<file path="src/rtl/ahb_bus_arbiter.sv">
// AHB bus arbiter: grants the shared bus to one of NUM_MASTERS wrappers (0 = instruction fetch).
// Latency: HGrant one cycle after HReq in IDLE; handovers land on the HReady=1 edge; HMaster follows one HReady=1 cycle later.
// Backpressure: HReady=0 freezes all grant/owner state; optional ARB_ROUND_ROBIN_EN macro selects round-robin winners.
module ahb_bus_arbiter #(
  parameter int NUM_MASTERS    = 2,
  parameter int MAX_HOLD       = 16,
  parameter int DEFAULT_MASTER = 0
) (
  input  logic                           clk,
  input  logic                           rst,
  input  logic [NUM_MASTERS-1:0]         HReq,
  input  logic [NUM_MASTERS-1:0]         HLock,
  input  logic                           HReady,
  input  logic [1:0]                     HResp,
  output logic [NUM_MASTERS-1:0]         HGrant,
  output logic [$clog2(NUM_MASTERS)-1:0] HMaster,
  output logic                           HMastLock,
  output logic                           arb_busy
);

  localparam int IW = $clog2(NUM_MASTERS);
  localparam int HW = $clog2(MAX_HOLD + 1);

  typedef enum logic [1:0] {IDLE, OWN, ERR} state_t;

  state_t                 state_q, state_d;
  logic [IW-1:0]          owner_q, owner_d;
  logic [HW-1:0]          hold_q, hold_d;
  logic [NUM_MASTERS-1:0] grant_q, grant_d;
  logic [IW-1:0]          master_q, master_d;
  logic                   mlock_q, mlock_d;

  logic [NUM_MASTERS-1:0] others;
  logic [HW-1:0]          hold_inc;
  logic [IW-1:0]          start_idx;
  logic [IW:0]            win_all;
  logic [IW:0]            win_oth;

  // Returns {found, index} of the first requester scanning upward from start, wrapping.
  function automatic logic [IW:0] pick(input logic [NUM_MASTERS-1:0] req,
                                       input logic [IW-1:0] start);
    logic [IW:0]            res;
    logic [NUM_MASTERS-1:0] sh;
    int                     j;
    res = '0;
    for (int i = NUM_MASTERS - 1; i >= 0; i--) begin
      j  = (int'(start) + i) % NUM_MASTERS;
      sh = req >> j;
      if (sh[0]) res = {1'b1, IW'(j)};
    end
    return res;
  endfunction

  // Winner search origin: index after the last owner for round-robin, else index 0.
  always_comb begin
`ifdef ARB_ROUND_ROBIN_EN
    start_idx = (owner_q == IW'(NUM_MASTERS - 1)) ? '0 : owner_q + 1'b1;
`else
    start_idx = '0;
`endif
  end

  // Next-state, owner, hold counter and registered output values.
  always_comb begin
    state_d  = state_q;
    owner_d  = owner_q;
    hold_d   = hold_q;
    grant_d  = grant_q;
    master_d = master_q;
    mlock_d  = mlock_q;

    others   = HReq & ~(NUM_MASTERS'(1) << owner_q);
    hold_inc = (hold_q == HW'(MAX_HOLD)) ? hold_q : hold_q + 1'b1;
    win_all  = pick(HReq, start_idx);
    win_oth  = pick(others, start_idx);

    case (state_q)
      IDLE: begin
        hold_d = '0;
        if (HReady && win_all[IW]) begin
          state_d = OWN;
          owner_d = win_all[IW-1:0];
        end
      end
      OWN: begin
        if (HReady) begin
          if (HLock[owner_q]) begin
            // Locked owner keeps the bus; the counter still runs so a
            // handover is due as soon as the lock drops.
            hold_d = (|others) ? hold_inc : '0;
          end else if (!HReq[owner_q]) begin
            hold_d = '0;
            if (win_all[IW]) owner_d = win_all[IW-1:0];
            else             state_d = IDLE;
          end else if ((|others) && (hold_inc == HW'(MAX_HOLD))) begin
            hold_d  = '0;
            owner_d = win_oth[IW-1:0];
          end else begin
            hold_d = (|others) ? hold_inc : '0;
          end
        end else if (HResp == 2'b01) begin
          state_d = ERR;
        end
      end
      ERR: begin
        // Second ERROR cycle: treat the owner as released, even if still requesting.
        if (HReady) begin
          hold_d = '0;
          if (win_oth[IW]) begin
            state_d = OWN;
            owner_d = win_oth[IW-1:0];
          end else begin
            state_d = IDLE;
          end
        end
      end
      default: state_d = IDLE;
    endcase

    if (HReady) begin
      grant_d  = (state_d == OWN) ? (NUM_MASTERS'(1) << owner_d) : '0;
      mlock_d  = (state_d == OWN) && HLock[owner_d];
      master_d = (|grant_q) ? owner_q : IW'(DEFAULT_MASTER);
    end
  end

  // State and output registers with synchronous reset.
  always_ff @(posedge clk) begin
    if (rst) begin
      state_q  <= IDLE;
      owner_q  <= IW'(NUM_MASTERS - 1);
      hold_q   <= '0;
      grant_q  <= '0;
      master_q <= IW'(DEFAULT_MASTER);
      mlock_q  <= 1'b0;
    end else begin
      state_q  <= state_d;
      owner_q  <= owner_d;
      hold_q   <= hold_d;
      grant_q  <= grant_d;
      master_q <= master_d;
      mlock_q  <= mlock_d;
    end
  end

  assign HGrant    = grant_q;
  assign HMaster   = master_q;
  assign HMastLock = mlock_q;
  assign arb_busy  = (state_q == OWN) && HReq[owner_q];

endmodule

</file>
<file path="config.mk">
export PLATFORM = sky130hd
export DESIGN_NAME = ahb_bus_arbiter
export DESIGN_NICKNAME = d
export VERILOG_FILES = /design/src/rtl/ahb_bus_arbiter.sv
export SDC_FILE = /design/constraint.sdc
export NUM_CORES = 1
export LEC_CHECK = 0
export BUFFER_PORTS_ARGS = -buffer_cell sky130_fd_sc_hd__buf_2
export CAP_MARGIN = 20
export CORE_AREA = 2 2 54 56
export CTS_BUF_LIST = sky130_fd_sc_hd__clkbuf_2
export DETAILED_ROUTE_END_ITERATION = 7
export DIE_AREA = 0 0 56 58
export REMOVE_ABC_BUFFERS = 1
export SLEW_MARGIN = 20
export SYNTH_ARGS = -nofsm -noshare
export SYNTH_HDL_FRONTEND = slang
export SYNTH_SLANG_ARGS = --single-unit
</file>
<file path="constraint.sdc">
create_clock -name clk -period 2.1 [get_ports clk]
set_clock_uncertainty 0.2 [all_clocks]
set_input_delay 0.315 -clock clk [delete_from_list [all_inputs] [get_ports clk]]
set_output_delay 0.315 -clock clk [all_outputs]
set_load 0.03 [all_outputs]
</file>
== Word-level counts from Yosys, hierarchy flattened ==
Index checks and enable logic that the tools add are counted.
Operators by class
  shift-type cells: 2
  add/subtract/negate cells: 1
  bitwise logic cells: 2
  multiplexer cells: 38
  eq/ne operators: 8
  reduce and logical (&&, ||, !) cells: 9
  $lt $le $gt $ge: 2
Operators with widths (number)
  $mux W5: 7
  $mux W2: 12
  $mux W1: 16
  $pmux W5 S3: 1
  $eq A5 B5 Y1 const B: 2
  $eq A2 B1 Y1 const B: 3
  $pmux W2 S3: 1
  $add A5 B1 Y5 const B: 1
  $logic_and A1 B1 Y1: 4
  $lt A1 B2 Y1 const B: 2
  $ne A2 B2 Y1 const B: 2
  $reduce_or A2 Y1: 2
  $shl A1 B1 Y2 const A: 2
  $pmux W1 S3: 1
  $reduce_and A3 Y1: 1
  $reduce_bool A3 Y1: 1
  $and A2 B2 Y2: 1
  $eq A2 B2 Y1 const B: 1
  $logic_not A2 Y1: 1
  $not A2 Y2: 1
Word-level totals
  output and inout bits: 5
  register bits: 12

== Depth between registers and ports, before layout ==
  depth after elaboration: 13
  depth in mapped cells: 8

== Worst setup path after synthesis ==
Ideal clock, no wire load.
  path kind: register to register
  start point: register hold_q[0]
  end point: register mlock_q (netlist: HMastLock)
  period minus slack after synthesis: 2.145 ns
  arrival time: 1.821 ns
  setup time: 0.124 ns
  setup slack: -0.045 ns
  stages on the path, launching flop included: 9
  buffers on the path: 0
  cells stage by stage: dfxtp_1 -> inv_1 -> ha_1 -> nand3b_4 -> a2111oi_4 -> o211ai_2 -> a311oi_2 -> nor4bb_1 -> nand3b_1
Between the ends
  longest elaborated chain between the ends: 12
  elaborated cells between the ends (all ways): 13
RTL lines
  start: declaration: line 28  | logic [HW-1:0] hold_q, hold_d;
  start signal: assignment: line 139  | hold_q <= hold_d;
  $add A5 B1 Y5 / $eq A5 B5 Y1 (equally long branches): line 73  | hold_inc = (hold_q == HW'(MAX_HOLD)) ? hold_q : hold_q + 1'b1;
  $mux W5 (*): line 73
  $eq A5 B5 Y1 (*): line 95  | end else if ((|others) && (hold_inc == HW'(MAX_HOLD))) begin
  $logic_and A1 B1 Y1 (*): line 95
  $mux W1 (*): line 95
  $mux W1 (*): line 91  | end else if (!HReq[owner_q]) begin
  $mux W1 (*): line 87  | if (HLock[owner_q]) begin
  $mux W1 (*): line 86  | if (HReady) begin
  $pmux W1 S3 (*): line 77  | case (state_q)
  $mux W1 (not written as such) (*) (2 in series): line 122  | mlock_d = (state_d == OWN) && HLock[owner_d];
  $logic_and A1 B1 Y1 (*): line 122
  end signal: assignment: line 142  | mlock_q <= mlock_d;
  end: declaration: line 31  | logic mlock_q, mlock_d;
Every way passes the cells marked *; elsewhere a longest branch is shown, timed or not. The select of a mux whose other input is x is not followed.
A chain may end at the register's enable or synchronous reset.

== Worst setup path after layout ==
Same ends and word-level chain as after synthesis.

==> results.json <==
{
  "regToRegEndpoint": "HMastLock",
  "setup_violations": 5,
  "wl_um": 2370,
  "crit_arrival_ps": 2160,
  "post_dp_cell_area_um2": 1060,
  "seq_area_frac_synth_pct": 26.5,
  "synth_flop_cell": "dfxtp_1",
  "crit_required_ps": 2070,
  "dr.pass1.iters": 4,
  "drc": 0,
  "setup_slack_ps": -85.6,
  "worstMarginPinSlew_ps": 452,
  "cts_sinks": 12,
  "die_y_um": 58,
  "grt_max_degree": 14,
  "syn_area_per_cell_um2": 8.09,
  "maxCapViolations": 0,
  "htree_num_levels": 1,
  "relSlewSlack_pct": 69.8,
  "path_max_fanout": 5,
  "cts_tree": "built",
  "synth_top_area_share_pct": 26.5,
  "row_count": 19,
  "grt_pass1_vias": 946,
  "synth_warnings": 0,
  "path_class": "flip-flop to flip-flop",
  "antenna_found_initial": 0,
  "end_kind": "flip-flop",
  "drt-vias-per-instance": 5.68,
  "setup.worst_path.start_class": "flip-flop",
  "synth.area.top_cells": "dfxtp_1 (27%), nor2_1 (5.8%), a31oi_1 (3.5%)",
  "hold_buffers": 0,
  "p_leak_nw": 0.460,
  "dr.first_iter.drc_count": 14,
  "dp_hpwl_um": 1640,
  "vias": 943,
  "power.density_nw_per_um2": 531,
  "finalPower_mw": 0.612,
  "start_util_pct": 34.0,
  "die_x_um": 56,
  "hold_start": "HReady",
  "fp.coreArea_um2": 2660,
  "vdd_ir_drop_max_v": 0.000340,
  "synthToLayoutAreaGrowth_pct": 27.1,
  "finalCritPeriodShare_pct": 104,
  "netlist_instances": 112,
  "wire_per_inst_um": 14.3,
  "ios": 14,
  "overflow": 0,
  "grt_pass1_wl_um": 4150,
  "cp-endpoint": "HMastLock",
  "syn_area_um2": 906,
  "portBuffers": 13,
  "finalSetupTns_ps": -148,
  "r2r_cells": 7,
  "place_ws_ps": -192,
  "clk_pin_slew_ps": 150,
  "violations": "negative setup slack",
  "final-max-slew-violation-count": 0,
  "root_buffer": "clkbuf_2",
  "cts_max_path_buffers": 2,
  "fmax_mhz": 458,
  "fp.dieArea_um2": 3250,
  "cts_buffers": 3,
  "rsz0062_at_grt": "yes",
  "synth-seq-cells": 12,
  "gr-usage-all-layers_pct": 16.2,
  "gp_congestion": 0.832,
  "n_antenna_cell": 0,
  "drtAntennaViolNets": 0,
  "ys_types": 45,
  "outcome": "finished with violations",
  "drive_gt1_share_pct": 30.4,
  "clock_latency_ps": 280,
  "synth_edf_count": 0,
  "num-nets-final": 147,
  "r2r_start": "hold_q[0]",
  "synth_top_area_cell": "dfxtp_1",
  "crit_start": "hold_q[0]",
  "r2r_setup_slack_ps": -90,
  "hold_viol": 0,
  "async_flop_share_pct": 0,
  "fin_crit_ps": 2190,
  "final_area_um2": 1150,
  "hold_class": "input pin to flip-flop"
}
==> layout make-up <==
class	instances	area, um2
clock inverter	1	3.75
sequential	12	243
tap	31	38.8
fill	264	1510
timing repair buffer	25	155
clock buffer	3	15.0
multi-input combinational	87	669
inverter	7	26.3
==> cell families (layout without fill, tap and decap cells) <==
logic type      Yosys count  in the layout  synth area share [%]
compound gates           33             33                  29.6
xor+xnor                  2              2                  1.93
fa+ha+maj                 2              2                  2.76
buf+inv                  13             36                  6.49
flops                    12             12                  26.5
mux                       3              3                  3.32
simple gates             47             47                  29.4
==> worst min-delay path by stage <==
stage | end | slack, ps | depth (start not counted)
after floorplan | HGrant[1] | 180 | 1
after global routing | state_q[1] | 90 | 2
after global placement | HMaster | 240 | 2
after CTS | state_q[1] | 90 | 2
after detailed placement | HMaster | 250 | 2
final | state_q[1] | 120 | 2
==> stage by stage <==
step / instances / util (%) / hold WS [ps]
finish: 166 / 43.2 / 116
floorplan: 106 / - / 184
CTS: 166 / 43.2 / 94.9
global route: 166 / 43.2 / 85.4
global placement: 161 / 39.8 / 244
detailed placement: 161 / 39.8 / 252
==> per-layer routing <==
layer	global-route usage, %	share of wire (%)	up-vias
li1	-	-	463
met1	18.1	43	450
met2	29.1	51	24
met3	5.36	3.9	6
met4	5.78	2.1	0
met5	0	0	-
==> registers in the layout, indices dropped and copies added (netlist names) <==
| signal | cells |
|---|---|
| HGrant | 2 |
| HMastLock | 1 |
| HMaster | 1 |
| hold_q | 5 |
| owner_q | 1 |
| state_q | 2 |
==> layout by cell type, fill, tap and decap left out, types with 2 or more instances in the layout <==
| cell type | count |
|---|---|
| nor3_1 | 2 |
| dfxtp_2 | 2 |
| a21oi_1 | 5 |
| inv_2 | 2 |
| ha_4 | 2 |
| nor2b_1 | 4 |
| a31oi_1 | 5 |
| nand2_1 | 5 |
| nor3b_1 | 3 |
| o21ai_0 | 2 |
| a32oi_1 | 2 |
| o22ai_1 | 2 |
| clkbuf_2 | 3 |
| buf_2 | 13 |
| nand3b_1 | 2 |
| dfxtp_1 | 10 |
| inv_1 | 5 |
| buf_4 | 12 |
| nor2_1 | 14 |
| mux2i_1 | 3 |
| nand3_1 | 5 |
| nand2b_1 | 4 |
| or3_1 | 2 |
| o211ai_1 | 2 |
==> repair_timing <==
item	in CTS	in global routing
resized for setup	13	1
setup buffers	1	0
endpoints found under the setup margin	9	9
pin swaps	9	2
==> critical path: stages (launching register included) <==
cell and delay [ps]:
dfxtp_2 370, ha_4 180, nor2b_4 140, a2111oi_4 360, o211ai_2 220, a311oi_4 340
nor4bb_1 110, nand3b_1 170
==> Yosys cell counts (all sizes together) (3+ instances only) <==
library cell,number
a21oi,5
nand2b,4
inv,7
clkbuf,3
nand3,5
nor2b,5
nand2,5
nor2,14
a31oi,5
buf,3
nor3b,3
mux2i,3
dfxtp,12
o21ai,3
o211ai,3
nand3b,3
==> report_power, final <==
part	total (mW)	switching (mW)	internal, mW
Combinational	0.222	0.117	0.105
Sequential	0.259	0.0166	0.243
Clock	0.131	0.0892	0.0414
No activity file was read; power rests on OpenSTA's default activity.
